### src/rtl/rram_pkg.sv
// Shared definitions for the cache->RRAM write sequencer: address widths,
// FSM state encoding and a small state-classification helper.
package rram_pkg;

   localparam int RRAM_ADDR_W  = 5;
   localparam int CACHE_ADDR_W = 5;

   // ST_START is the one-cycle decision slot after capture, where the
   // sequencer picks the first non-empty pulse phase.
   typedef enum logic [2:0] {
      ST_IDLE   = 3'd0,
      ST_START  = 3'd1,
      ST_SET_PH = 3'd2,
      ST_RST_PH = 3'd3,
      ST_VERIFY = 3'd4,
      ST_CHECK  = 3'd5
   } wseq_state_e;

   // True for the two states that drive timed pulses into the array.
   function automatic logic is_pulse_state(input wseq_state_e st);
      return (st == ST_SET_PH) || (st == ST_RST_PH);
   endfunction

endpackage

### src/rtl/rram_write_sequencer_if.sv
// Cache-side request/completion handshake plus RRAM array pulse/read bus.
// slave = sequencer view, master = cache/array environment view.
interface rram_write_sequencer_if
   import rram_pkg::*;
#(
   parameter int DATA_W = 8
) ();

   logic                    req;
   logic [CACHE_ADDR_W-1:0] cache_add;
   logic [RRAM_ADDR_W-1:0]  reg_add;
   logic [DATA_W-1:0]       wr_data;
   logic [DATA_W-1:0]       rd_data;
   logic                    ack;
   logic                    busy;
   logic [RRAM_ADDR_W-1:0]  arr_addr;
   logic [DATA_W-1:0]       set_en;
   logic [DATA_W-1:0]       rst_en;
   logic                    arr_re;
   logic                    done;
   logic                    fail;
   logic [CACHE_ADDR_W-1:0] done_slot;

   modport slave (
      input  req, cache_add, reg_add, wr_data, rd_data,
      output ack, busy, arr_addr, set_en, rst_en, arr_re, done, fail, done_slot
   );

   modport master (
      output req, cache_add, reg_add, wr_data, rd_data,
      input  ack, busy, arr_addr, set_en, rst_en, arr_re, done, fail, done_slot
   );

endinterface

### src/rtl/rram_pulse_timer.sv
// Pulse-width timer shared by the SET and RESET phases. i_load restarts a
// PULSE_CYC-long window beginning next cycle; o_last flags its final cycle.
module rram_pulse_timer #(
   parameter int PULSE_CYC = 4
) (
   input  logic clk,
   input  logic rst_n,
   input  logic i_load,
   output logic o_last
);

   localparam int               CNT_W    = (PULSE_CYC > 1) ? $clog2(PULSE_CYC) : 1;
   localparam logic [CNT_W-1:0] LOAD_VAL = CNT_W'(PULSE_CYC - 1);
   localparam logic [CNT_W-1:0] CNT_ZERO = {CNT_W{1'b0}};

   logic [CNT_W-1:0] r_cnt;
   logic [CNT_W-1:0] w_cnt_nxt;
   logic             r_last;

   // load on phase entry, otherwise count down and hold at zero
   always_comb begin
      w_cnt_nxt = r_cnt;
      if (i_load) begin
         w_cnt_nxt = LOAD_VAL;
      end else if (r_cnt != CNT_ZERO) begin
         w_cnt_nxt = r_cnt - CNT_W'(1'b1);
      end else begin
         w_cnt_nxt = r_cnt;
      end
   end

   // counter and registered last-cycle flag
   always_ff @(posedge clk or negedge rst_n) begin
      if (!rst_n) begin
         r_cnt  <= CNT_ZERO;
         r_last <= 1'b0;
      end else begin
         r_cnt  <= w_cnt_nxt;
         r_last <= (w_cnt_nxt == CNT_ZERO);
      end
   end

   assign o_last = r_last;

endmodule

### src/rtl/rram_write_sequencer.sv
// Programs one cache word into an RRAM register with timed SET/RESET pulses.
// Build option RRAM_VERIFY_EN adds read-verify with re-pulsing of failing
// bits (up to MAX_RETRY extra rounds); without it the word is reported done
// right after the pulse phases, with fail and arr_re tied low.
module rram_write_sequencer
   import rram_pkg::*;
#(
   parameter int DATA_W    = 8,
   parameter int PULSE_CYC = 4
`ifdef RRAM_VERIFY_EN
   , parameter int MAX_RETRY = 3
`endif
) (
   input  logic                  clk,
   input  logic                  rst_n,
   rram_write_sequencer_if.slave bus
);

   localparam logic [DATA_W-1:0] ZERO_W = {DATA_W{1'b0}};

`ifdef RRAM_VERIFY_EN
   localparam int                 RETRY_W    = (MAX_RETRY > 0) ? $clog2(MAX_RETRY + 1) : 1;
   localparam logic [RETRY_W-1:0] RETRY_MAX  = RETRY_W'(MAX_RETRY);
   localparam wseq_state_e        PULSE_EXIT = ST_VERIFY;
   logic [RETRY_W-1:0] r_retry;
   logic [DATA_W-1:0]  r_wdata;
   logic [DATA_W-1:0]  w_err;
   logic               w_retry_inc;
   logic               w_fail_nxt;
   logic               r_fail;
   logic               r_arr_re;
`else
   localparam wseq_state_e        PULSE_EXIT = ST_IDLE;
`endif

   wseq_state_e             r_state;
   wseq_state_e             w_state_nxt;
   logic [CACHE_ADDR_W-1:0] r_slot;
   logic [RRAM_ADDR_W-1:0]  r_addr;
   logic [DATA_W-1:0]       r_pend_set;
   logic [DATA_W-1:0]       r_pend_rst;
   logic [DATA_W-1:0]       w_pend_set_nxt;
   logic [DATA_W-1:0]       w_pend_rst_nxt;
   logic [DATA_W-1:0]       r_set_en;
   logic [DATA_W-1:0]       r_rst_en;
   logic                    w_capture;
   logic                    w_done_nxt;
   logic                    w_load;
   logic                    w_last;
   logic                    r_ack;
   logic                    r_busy;
   logic                    r_done;

   rram_pulse_timer #(.PULSE_CYC(PULSE_CYC)) u_timer (
      .clk    (clk),
      .rst_n  (rst_n),
      .i_load (w_load),
      .o_last (w_last)
   );

   // next-state, pending pulse masks and completion decode
   always_comb begin
      w_state_nxt    = r_state;
      w_pend_set_nxt = r_pend_set;
      w_pend_rst_nxt = r_pend_rst;
      w_capture      = 1'b0;
`ifdef RRAM_VERIFY_EN
      w_err          = ZERO_W;
      w_retry_inc    = 1'b0;
      w_fail_nxt     = 1'b0;
`endif
      case (r_state)
         ST_IDLE: begin
            // r_busy still high in the done cycle keeps a waiting req out
            if (bus.req && !r_busy) begin
               w_capture      = 1'b1;
               w_pend_set_nxt = bus.wr_data;
               w_pend_rst_nxt = ~bus.wr_data;
               w_state_nxt    = ST_START;
            end else begin
               w_state_nxt = ST_IDLE;
            end
         end
         ST_START: begin
            if (r_pend_set != ZERO_W) begin
               w_state_nxt = ST_SET_PH;
            end else if (r_pend_rst != ZERO_W) begin
               w_state_nxt = ST_RST_PH;
            end else begin
               w_state_nxt = PULSE_EXIT;
            end
         end
         ST_SET_PH: begin
            if (w_last) begin
               if (r_pend_rst != ZERO_W) begin
                  w_state_nxt = ST_RST_PH;
               end else begin
                  w_state_nxt = PULSE_EXIT;
               end
            end else begin
               w_state_nxt = ST_SET_PH;
            end
         end
         ST_RST_PH: begin
            if (w_last) begin
               w_state_nxt = PULSE_EXIT;
            end else begin
               w_state_nxt = ST_RST_PH;
            end
         end
`ifdef RRAM_VERIFY_EN
         ST_VERIFY: begin
            w_state_nxt = ST_CHECK;
         end
         ST_CHECK: begin
            w_err = bus.rd_data ^ r_wdata;
            if (w_err == ZERO_W) begin
               w_state_nxt = ST_IDLE;
            end else if (r_retry < RETRY_MAX) begin
               // re-pulse only the bits that read back wrong
               w_retry_inc    = 1'b1;
               w_pend_set_nxt = w_err & r_wdata;
               w_pend_rst_nxt = w_err & ~r_wdata;
               if ((w_err & r_wdata) != ZERO_W) begin
                  w_state_nxt = ST_SET_PH;
               end else begin
                  w_state_nxt = ST_RST_PH;
               end
            end else begin
               w_state_nxt = ST_IDLE;
               w_fail_nxt  = 1'b1;
            end
         end
`endif
         default: begin
            w_state_nxt = ST_IDLE;
         end
      endcase
      w_done_nxt = (r_state != ST_IDLE) && (w_state_nxt == ST_IDLE);
      w_load     = is_pulse_state(w_state_nxt) && (w_state_nxt != r_state);
   end

   // FSM state, captured request fields and pending masks
   always_ff @(posedge clk or negedge rst_n) begin
      if (!rst_n) begin
         r_state    <= ST_IDLE;
         r_slot     <= {CACHE_ADDR_W{1'b0}};
         r_addr     <= {RRAM_ADDR_W{1'b0}};
         r_pend_set <= ZERO_W;
         r_pend_rst <= ZERO_W;
      end else begin
         r_state    <= w_state_nxt;
         r_pend_set <= w_pend_set_nxt;
         r_pend_rst <= w_pend_rst_nxt;
         if (w_capture) begin
            r_slot <= bus.cache_add;
            r_addr <= bus.reg_add;
         end
      end
   end

   // registered outputs decoded from the next state so set/rst never overlap
   always_ff @(posedge clk or negedge rst_n) begin
      if (!rst_n) begin
         r_ack    <= 1'b0;
         r_busy   <= 1'b0;
         r_set_en <= ZERO_W;
         r_rst_en <= ZERO_W;
         r_done   <= 1'b0;
      end else begin
         r_ack    <= w_capture;
         r_busy   <= (w_state_nxt != ST_IDLE) || w_done_nxt;
         r_set_en <= (w_state_nxt == ST_SET_PH) ? w_pend_set_nxt : ZERO_W;
         r_rst_en <= (w_state_nxt == ST_RST_PH) ? w_pend_rst_nxt : ZERO_W;
         r_done   <= w_done_nxt;
      end
   end

`ifdef RRAM_VERIFY_EN
   // verify-path registers: target word, retry count, read strobe, fail flag
   always_ff @(posedge clk or negedge rst_n) begin
      if (!rst_n) begin
         r_wdata  <= ZERO_W;
         r_retry  <= {RETRY_W{1'b0}};
         r_arr_re <= 1'b0;
         r_fail   <= 1'b0;
      end else begin
         r_arr_re <= (w_state_nxt == ST_VERIFY);
         r_fail   <= w_fail_nxt;
         if (w_capture) begin
            r_wdata <= bus.wr_data;
            r_retry <= {RETRY_W{1'b0}};
         end else if (w_retry_inc) begin
            r_retry <= r_retry + RETRY_W'(1'b1);
         end else begin
            r_retry <= r_retry;
         end
      end
   end

   assign bus.arr_re = r_arr_re;
   assign bus.fail   = r_fail;
`else
   assign bus.arr_re = 1'b0;
   assign bus.fail   = 1'b0;
`endif

   assign bus.ack       = r_ack;
   assign bus.busy      = r_busy;
   assign bus.arr_addr  = r_addr;
   assign bus.set_en    = r_set_en;
   assign bus.rst_en    = r_rst_en;
   assign bus.done      = r_done;
   assign bus.done_slot = r_slot;

endmodule

### src/flat_wrapper.sv
// flat-port wrapper written by rule: the top's interface ports become plain ports
module rram_write_sequencer_flat import rram_pkg::*;
#(
   parameter int DATA_W    = 8,
   parameter int PULSE_CYC = 4

)
  (clk, rst_n, bus_req, bus_cache_add, bus_reg_add, bus_wr_data, bus_rd_data, bus_ack, bus_busy, bus_arr_addr, bus_set_en, bus_rst_en, bus_arr_re, bus_done, bus_fail, bus_done_slot);
  rram_write_sequencer_if #(.DATA_W(DATA_W)) bus_i ();
  input  logic clk;
  input  logic rst_n;
  input wire logic [$bits(bus_i.req)-1:0] bus_req;
  input wire logic [$bits(bus_i.cache_add)-1:0] bus_cache_add;
  input wire logic [$bits(bus_i.reg_add)-1:0] bus_reg_add;
  input wire logic [$bits(bus_i.wr_data)-1:0] bus_wr_data;
  input wire logic [$bits(bus_i.rd_data)-1:0] bus_rd_data;
  output wire logic [$bits(bus_i.ack)-1:0] bus_ack;
  output wire logic [$bits(bus_i.busy)-1:0] bus_busy;
  output wire logic [$bits(bus_i.arr_addr)-1:0] bus_arr_addr;
  output wire logic [$bits(bus_i.set_en)-1:0] bus_set_en;
  output wire logic [$bits(bus_i.rst_en)-1:0] bus_rst_en;
  output wire logic [$bits(bus_i.arr_re)-1:0] bus_arr_re;
  output wire logic [$bits(bus_i.done)-1:0] bus_done;
  output wire logic [$bits(bus_i.fail)-1:0] bus_fail;
  output wire logic [$bits(bus_i.done_slot)-1:0] bus_done_slot;
  assign bus_i.req = bus_req;
  assign bus_i.cache_add = bus_cache_add;
  assign bus_i.reg_add = bus_reg_add;
  assign bus_i.wr_data = bus_wr_data;
  assign bus_i.rd_data = bus_rd_data;
  assign bus_ack = bus_i.ack;
  assign bus_busy = bus_i.busy;
  assign bus_arr_addr = bus_i.arr_addr;
  assign bus_set_en = bus_i.set_en;
  assign bus_rst_en = bus_i.rst_en;
  assign bus_arr_re = bus_i.arr_re;
  assign bus_done = bus_i.done;
  assign bus_fail = bus_i.fail;
  assign bus_done_slot = bus_i.done_slot;
  rram_write_sequencer #(.DATA_W(DATA_W), .PULSE_CYC(PULSE_CYC)) u_core (.clk(clk), .rst_n(rst_n), .bus(bus_i));
endmodule
### config.mk
export PLATFORM = sky130hd
export DESIGN_NAME = rram_write_sequencer_flat
export DESIGN_NICKNAME = d
export VERILOG_FILES = /design/src/rtl/rram_pkg.sv /design/src/rtl/rram_write_sequencer_if.sv /design/src/rtl/rram_pulse_timer.sv /design/src/rtl/rram_write_sequencer.sv /design/src/flat_wrapper.sv
export SDC_FILE = /design/constraint.sdc
export NUM_CORES = 1
export LEC_CHECK = 0
export BUFFER_PORTS_ARGS = -buffer_cell sky130_fd_sc_hd__buf_2
export CORE_MARGIN = 4
export CORE_UTILIZATION = 37
export CTS_BUF_LIST = sky130_fd_sc_hd__clkbuf_8
export CTS_CLUSTER_SIZE = 16
export DETAILED_ROUTE_END_ITERATION = 12
export PLACE_DENSITY = 0.73
export SYNTH_ARGS = -nofsm -noshare
export SYNTH_HDL_FRONTEND = slang
export SYNTH_SLANG_ARGS = --single-unit
### constraint.sdc
create_clock -name clk -period 1.8 [get_ports clk]
set_input_delay 0.18 -clock clk [delete_from_list [all_inputs] [get_ports clk]]
set_output_delay 0.18 -clock clk [all_outputs]
set_load 0.05 [all_outputs]
Word-level counts from Yosys, hierarchy flattened

Index checks and enable logic that the tools add are counted.

Equal/unequal tests: 6
Shift-type cells: 0
Divide/modulo/power cells: 0
Add/sub/neg operators: 1
Mux-type cells: 16
Bitwise gates (word level): 1
Reduce and logical (&&, ||, !) cells: 14
Order comparisons: 0
Multiply operators: 0

Operators by type and width:

| operator            | number |
|---|---|
| $mux 8              | 6 |
| $reduce_bool 8->1   | 2 |
| $eq 3x2->1 const B  | 4 |
| $pmux 3 s4          | 1 |
| $mux 2              | 5 |
| $not 8->8           | 1 |
| $logic_not 3->1     | 2 |
| $reduce_bool 3->1   | 2 |
| $eq 3x1->1 const B  | 1 |
| $logic_and 1x1->1   | 3 |
| $mux 1              | 3 |
| $mux 3              | 1 |
| $ne 3x3->1          | 1 |
| $logic_not 2->1     | 1 |
| $logic_or 1x1->1    | 2 |
| $reduce_bool 2->1   | 1 |
| $sub 2x1->2 const B | 1 |
| $logic_not 1->1     | 1 |

RAM bits: 0
Logic and storage cells: 50
ROM bits: 0
Bits of input ports: 29
Bits in registers: 51
Memories kept: 0
Latch bits: 0

Longest topological paths before layout

Depth after elaboration: 9
Depth in mapped cells: 6

Cells and area by module

From an unflattened synthesis, not the netlist that was laid out.

Cells, all modules: 169
Area total of the unflattened synthesis: 1905.6 um^2

By module, submodules not included:

| module               | area an instance (um^2) | instances | cells each |
|---|---|---|---|
| rram_write_sequencer | 1806.7                  | 1         | 162 |
| rram_pulse_timer     | 98.8                    | 1         | 7 |

Worst setup path before layout

Ideal clock, no wire load.

Kind: reg-to-reg
From: reg u_core.r_busy (netlist: u_core.bus.busy)
To: reg u_core.r_set_en[0] (netlist: u_core.bus.set_en[0])
Required time: 1.655 ns
Data arrival time: 1.533 ns
Cell stages (with the launch flop): 6
Slack: 0.123 ns
Library setup time: 0.145 ns
Period minus slack after synthesis: 1.677 ns
Path buffers: 2
Path through: dfrtp_1 > or4b_4 > buf_6 > buf_6 > nand2_1 > a21oi_1

Longest elaborated chain between the ends: 6
Elaborated cells between the ends (all ways): 8
Those cells by class: eq/ne (1); mux (5); reduce/logical (2)

RTL lines:

| item                     | RTL line                    | RTL |
|---|---|---|
| start: declaration       | rram_write_sequencer.sv:51  | `logic r_busy;` |
| start signal: assignment | rram_write_sequencer.sv:172 | `r_busy <= (w_state_nxt != ST_IDLE) \|\| w_done_nxt;` |
| $logic_not 1->1 *        | rram_write_sequencer.sv:75  | `if (bus.req && !r_busy) begin` |
| $logic_and 1x1->1 *      | rram_write_sequencer.sv:75  |  |
| $mux 1                   | rram_write_sequencer.sv:75  |  |
| $pmux 3 s4               | rram_write_sequencer.sv:72  | `case (r_state)` |
| $eq 3x2->1               | rram_write_sequencer.sv:173 | `r_set_en <= (w_state_nxt == ST_SET_PH) ? w_pend_set_nxt : ZERO_W;` |
| $mux 8 *                 | rram_write_sequencer.sv:173 |  |
| end signal: assignment   | rram_write_sequencer.sv:173 |  |
| end: declaration         | rram_write_sequencer.sv:44  | `logic [DATA_W-1:0] r_set_en;` |

Every way passes the cells marked *; elsewhere a longest branch is shown, timed or not.
A chain may end at the register's enable or synchronous reset.

Worst setup path after layout

From: reg u_core.r_pend_rst[3]
To: reg u_core.u_timer.r_cnt[0]

Longest elaborated chain between the ends: 8
Elaborated cells between the ends (all ways): 11
Those cells by class: eq/ne (3); mux (5); reduce/logical (3)

RTL lines:

| item                             | RTL line                                               | RTL |
|---|---|---|
| start: declaration               | rram_write_sequencer.sv:41                             | `logic [DATA_W-1:0] r_pend_rst;` |
| start signal: assignment         | rram_write_sequencer.sv:154                            | `r_pend_rst <= w_pend_rst_nxt;` |
| $reduce_bool 8->1 *              | rram_write_sequencer.sv:87, rram_write_sequencer.sv:95 |  |
| $mux 2 *                         | rram_write_sequencer.sv:87, rram_write_sequencer.sv:95 |  |
| $mux 2 or $mux 3 (tied branches) | rram_write_sequencer.sv:94, rram_write_sequencer.sv:85 |  |
| $pmux 3 s4 *                     | rram_write_sequencer.sv:72                             |  |
| $eq 3x2->1                       | rram_pkg.sv:21                                         | `return (st == ST_SET_PH) \|\| (st == ST_RST_PH);` |
| $logic_or 1x1->1                 | rram_pkg.sv:21                                         |  |
| $logic_and 1x1->1 *              | rram_write_sequencer.sv:140                            | `w_load = is_pulse_state(w_state_nxt) && (w_state_nxt != r_state);` |
| $mux 2 *                         | rram_pulse_timer.sv:23                                 | `if (i_load) begin` |
| via u_core.u_timer.w_cnt_nxt[0]  | rram_pulse_timer.sv:17                                 | `logic [CNT_W-1:0] w_cnt_nxt;` |
| end signal: assignment           | rram_pulse_timer.sv:38                                 | `r_cnt <= w_cnt_nxt;` |
| end: declaration                 | rram_pulse_timer.sv:16                                 | `logic [CNT_W-1:0] r_cnt;` |

The timed path passes the listed nets; every way through them passes the cells marked *.

==> results.md <==
- The clock slew seen by the registers of the worst setup and hold paths is about 90 ps.
- The first routing iteration left 114 violations.
- The post-route core utilization is 49.36%.
- In this run the core area contains 25 standard-cell rows.
- The clock latency on the worst-skew pair is 300 ps.
- The pin count of the biggest net entering global routing is 27.
- The synthesized area per cell is 11.13 um2.
- The number of I/O port buffers is 49.
- The number of optimization iterations in the first detailed-route pass is 4.
- Between clock sinks in the finished design, the worst skew comes to about 6.2 ps.
- The worst hold path terminates at u_core.bus.arr_addr[1].
- Synthesis instantiated 29 different standard cells from the library.
- The total clock buffers created by CTS is 5.
- The source of the worst hold timing path is bus_reg_add[1].
- Summed over all cells, the static leakage comes to 0.001288 uW.
- Dividing the detail-routed wire length by the instance count gives 12.12 um.
- Of the total power, the share spent switching nets is 45.05%.
- The initial antenna violation count is 0.
- The worst supply voltage drop on vdd is 1085 uV.
- The share of total power dissipated in combinational logic is 47.0%.
- The total number of vias is roughly 1,400.
- The area of the core is 0.004880 mm2.
- Relative to the synthesized area, the layout overhead comes to 25.08%.
- The worst slew slack as a fraction of its limit is 61.65%.
- Cells with a size suffix above 1 make up 34.75% of the layout.
- The count of cells in the finished layout, fillers not included, comes to 303.
- Based on the critical path, the design can be clocked at up to 605.4 MHz.
- Once placement completed, the tool counted placed cells totaling around 290.
- The total inserted antenna cells is 0.
- The post-synthesis cell area is 0.001926 mm2.
- Once detail routing completed, the nets flagged for antenna violations numbered 0.
- The width of the chip is 80.14 um.
- Setup repair after global routing left no endpoint under its margin.
- In the routed layout, each cell is associated on average with a via count of 4.469.
- The die is 80.14 um tall.
- The H-tree was split into 2 levels.
- STA classifies the critical path startpoint as a register.
- In this run the register-to-register setup slack is 150 ps.
- The cell-internal power is 2716 uW.
- The routability-driven placement congestion ratio is just over 0.8.
- The total congestion overflow is 0.
- In this run the worst path has a maximum fanout of 4.
- The clock tree buffer depth is 2.
- The via count of the first global-routing pass is 1,369.
- The initial core utilization is 39.46%.
- CTS placed an instance of clkbuf_8 at the clock tree root.
- The final critical path takes up between 90% and 100% of the cycle.
- The TritonCTS clock tree is done.
- The number of synthesized register bits is 50.
- The max-slew violation total from the final report is 0.
- The startpoint identified for the worst register-to-register timing path is u_core.r_pend_rst[3].
- The setup path with the least slack is of type register to register.
- The number of cells traversed by the worst hold path is 3.
- STA classifies the critical path endpoint as a register.
- The total half-perimeter wirelength after legalization and detailed placement is 2756 um.
- For this run, the post-layout net count is 264.
- The worst-case reg-to-reg path depth is 6.
- The final wirelength is roughly 3700 um.
- Dividing total power by cell area gives a power density of 2052 mW/mm2.
- For the pin with the worst max-slew slack, the measured transition is 575.3 ps.
- STA puts the critical path data arrival time at around 1800 ps.
- After layout, the design draws a total of 4942 uW.
- The boundary pin count is 60.
- The time the worst path needs with I/O delays and setup is around 1700 ps.
- The min-delay analysis places its worst path in the category input port to register.
- The sum of negative setup slack is 0 ps.
- The synthesized instance count is 173.
- Registers are responsible for 37.2% of the overall power.
- The global router's overall resource usage is 12.92%.
- The final number of hold-violating endpoints is 0.
- Counting the fill cells in the layout gives 460.
- The flow ran to the end, and the final reports show no timing, DRC or antenna violations.
- The share of synthesized area occupied by flip-flops and latches is 64.98%.
- The area of the die is 0.006422 mm2.
- In the routed design, unresolved DRC markers number 0.
- The first global-routing pass estimated 6375 um of wire.
- Summed over all nets, the switching power comes to 2226 uW.
- The worst flop-to-flop path endpoint is u_core.u_timer.r_cnt[0].
- For the worst setup path, the data required time is 1970 ps.
- The number of warning messages in the yosys log is 0.
- The clock net in this run drives a total of 50 sinks.
- The number of max-cap violations is 0.
- The post-CTS setup buffer count is 0.
- The clock network accounts for 15.8% of the total power.
- The number of failing setup endpoints in the final timing report is 0.
[area by class of cell]
cell class              instances  area, um2  share of cell area (%)
clock buffers                   5      68.82                   2.857
clock inverters                 3      43.79                   1.818
inverters                       4      20.02                  0.8312
multi-input cells             113      590.6                   24.52
flip-flops and latches         50       1251                   51.95
well taps                      67      83.83                   3.481
repair buffers                 61      350.3                   14.55
[layout by cell type (no fill, tap or decap), drive strengths merged]
| master | Yosys | final |
|---|---|---|
| dfrtp | 50 | 50 |
| or2 | 1 | 1 |
| a211oi | 1 | 1 |
| and2 | 1 | 1 |
| a21oi | 11 | 11 |
| clkbuf | 0 | 5 |
| nor2b | 8 | 8 |
| nor2 | 1 | 1 |
| a221oi | 1 | 1 |
| or4b | 1 | 1 |
| dlygate4sd3 | 0 | 1 |
| and3 | 1 | 1 |
| and2b | 1 | 1 |
| nor3 | 2 | 2 |
| clkinv | 1 | 2 |
| bufinv | 0 | 1 |
| nand2 | 64 | 64 |
| nand2b | 1 | 1 |
| buf | 7 | 60 |
| inv | 3 | 4 |
| nand3 | 1 | 1 |
| conb | 1 | 2 |
| a22oi | 1 | 1 |
| o21a | 4 | 4 |
| nor4 | 4 | 4 |
| o21ai | 7 | 7 |
[power groups by stage]
| stage | combinational [uW] | sequential, uW | clock, uW |
|---|---|---|---|
| finish | 2320 | 1840 | 782 |
| global route | 2520 | 1900 | 851 |
| CTS | 2350 | 1830 | 810 |
| detailed placement | 2340 | 1850 | 0 |
| global placement | 2310 | 1840 | 0 |
| floorplan | 722 | 2830 | 0 |
[critical path, cell delays in order, from the launching register on]
cell	delay (ps)
dfrtp_1	390
nor4_1	300
buf_4	170
nand2_1	90
buf_4	180
a22oi_1	250
o21ai_0	150
[repair_timing]
item | 4_1_cts | 5_1_grt
endpoints found under the hold margin | 24 | 0
setup endpoints to repair | 0 | 1
resized for setup | 0 | 1
hold buffers | 1 | 0
[cell usage after synthesis]
library cell,instances,area (um2)
a211oi_1,1,7.510
a21oi_1,11,55.05
a221oi_4,1,26.28
a22oi_1,1,7.510
and2_1,1,6.260
and2b_1,1,7.510
and3_1,1,6.260
buf_12,1,20.02
buf_2,1,5.000
buf_4,2,15.01
buf_6,3,33.78
clkinv_4,1,8.760
conb_1,1,3.750
dfrtp_1,50,1251
inv_1,3,11.26
nand2_1,64,240.2
nand2b_1,1,6.260
nand3_1,1,5.000
nor2_1,1,3.750
nor2b_1,7,43.79
nor2b_2,1,8.760
nor3_1,2,10.01
nor4_1,4,25.02
o21a_2,2,17.52
o21a_4,2,30.03
o21ai_0,3,15.01
o21ai_2,4,35.03
or2_2,1,6.260
or4b_4,1,13.76
[state kept, by name, summed over array words and instances, names as in the netlist]
signal and flops:
u_core.u_timer.r_cnt 2, u_core.bus.ack 1, u_core.r_pend_rst 8, u_core.bus.done 1
u_core.r_pend_set 8, u_core.bus.rst_en 8, u_core.bus.busy 1, u_core.bus.done_slot 5
u_core.r_state 2, u_core.bus.arr_addr 5, u_core.bus.set_en 8, u_core.u_timer.o_last 1
[metal layers]
layer / global-route usage (%) / part of all wire (%) / vias up
met2: 20.20 / 46 / 47
met1: 17.32 / 45 / 619
met4: 4.054 / 1.2 / 0
met3: 3.700 / 7.0 / 6
met5: 0 / 0 / -
li1: - / - / 682
[per-stage QoR]
step                      instance area [um2]  hold slack, ps  setup WS (ps)
after CTS                                2402           56.74          153.9
after detailed placement                 2280           212.9          172.8
after floorplan                          1929          -115.6          122.8
final                                    2409           63.70          148.1
after global routing                     2409           63.89          17.57
after global placement                   2280           202.4          208.3
[kinds of logic after synthesis]
group	count (synthesis)	share of synthesized area, %
compound gates	25	10.07
simple gates	86	19.88
flops	50	64.98
other cells	1	0.1947
buf+inv	11	4.873
[worst max path at each step]
stage	from	end	slack, ps	cells past startpoint
finish	u_core.r_pend_rst[3]	u_core.u_timer.r_cnt[0]	150	6
global route	u_core.r_pend_rst[5]	u_core.u_timer.r_cnt[0]	20	5
CTS	u_core.r_pend_rst[3]	u_core.u_timer.r_cnt[0]	150	6
detailed placement	u_core.r_pend_rst[3]	u_core.u_timer.r_cnt[0]	170	6
global placement	u_core.r_pend_rst[3]	u_core.u_timer.r_cnt[0]	210	6
floorplan	u_core.bus.busy	u_core.bus.set_en[0]	120	5
No activity file was read; power rests on OpenSTA's default activity.
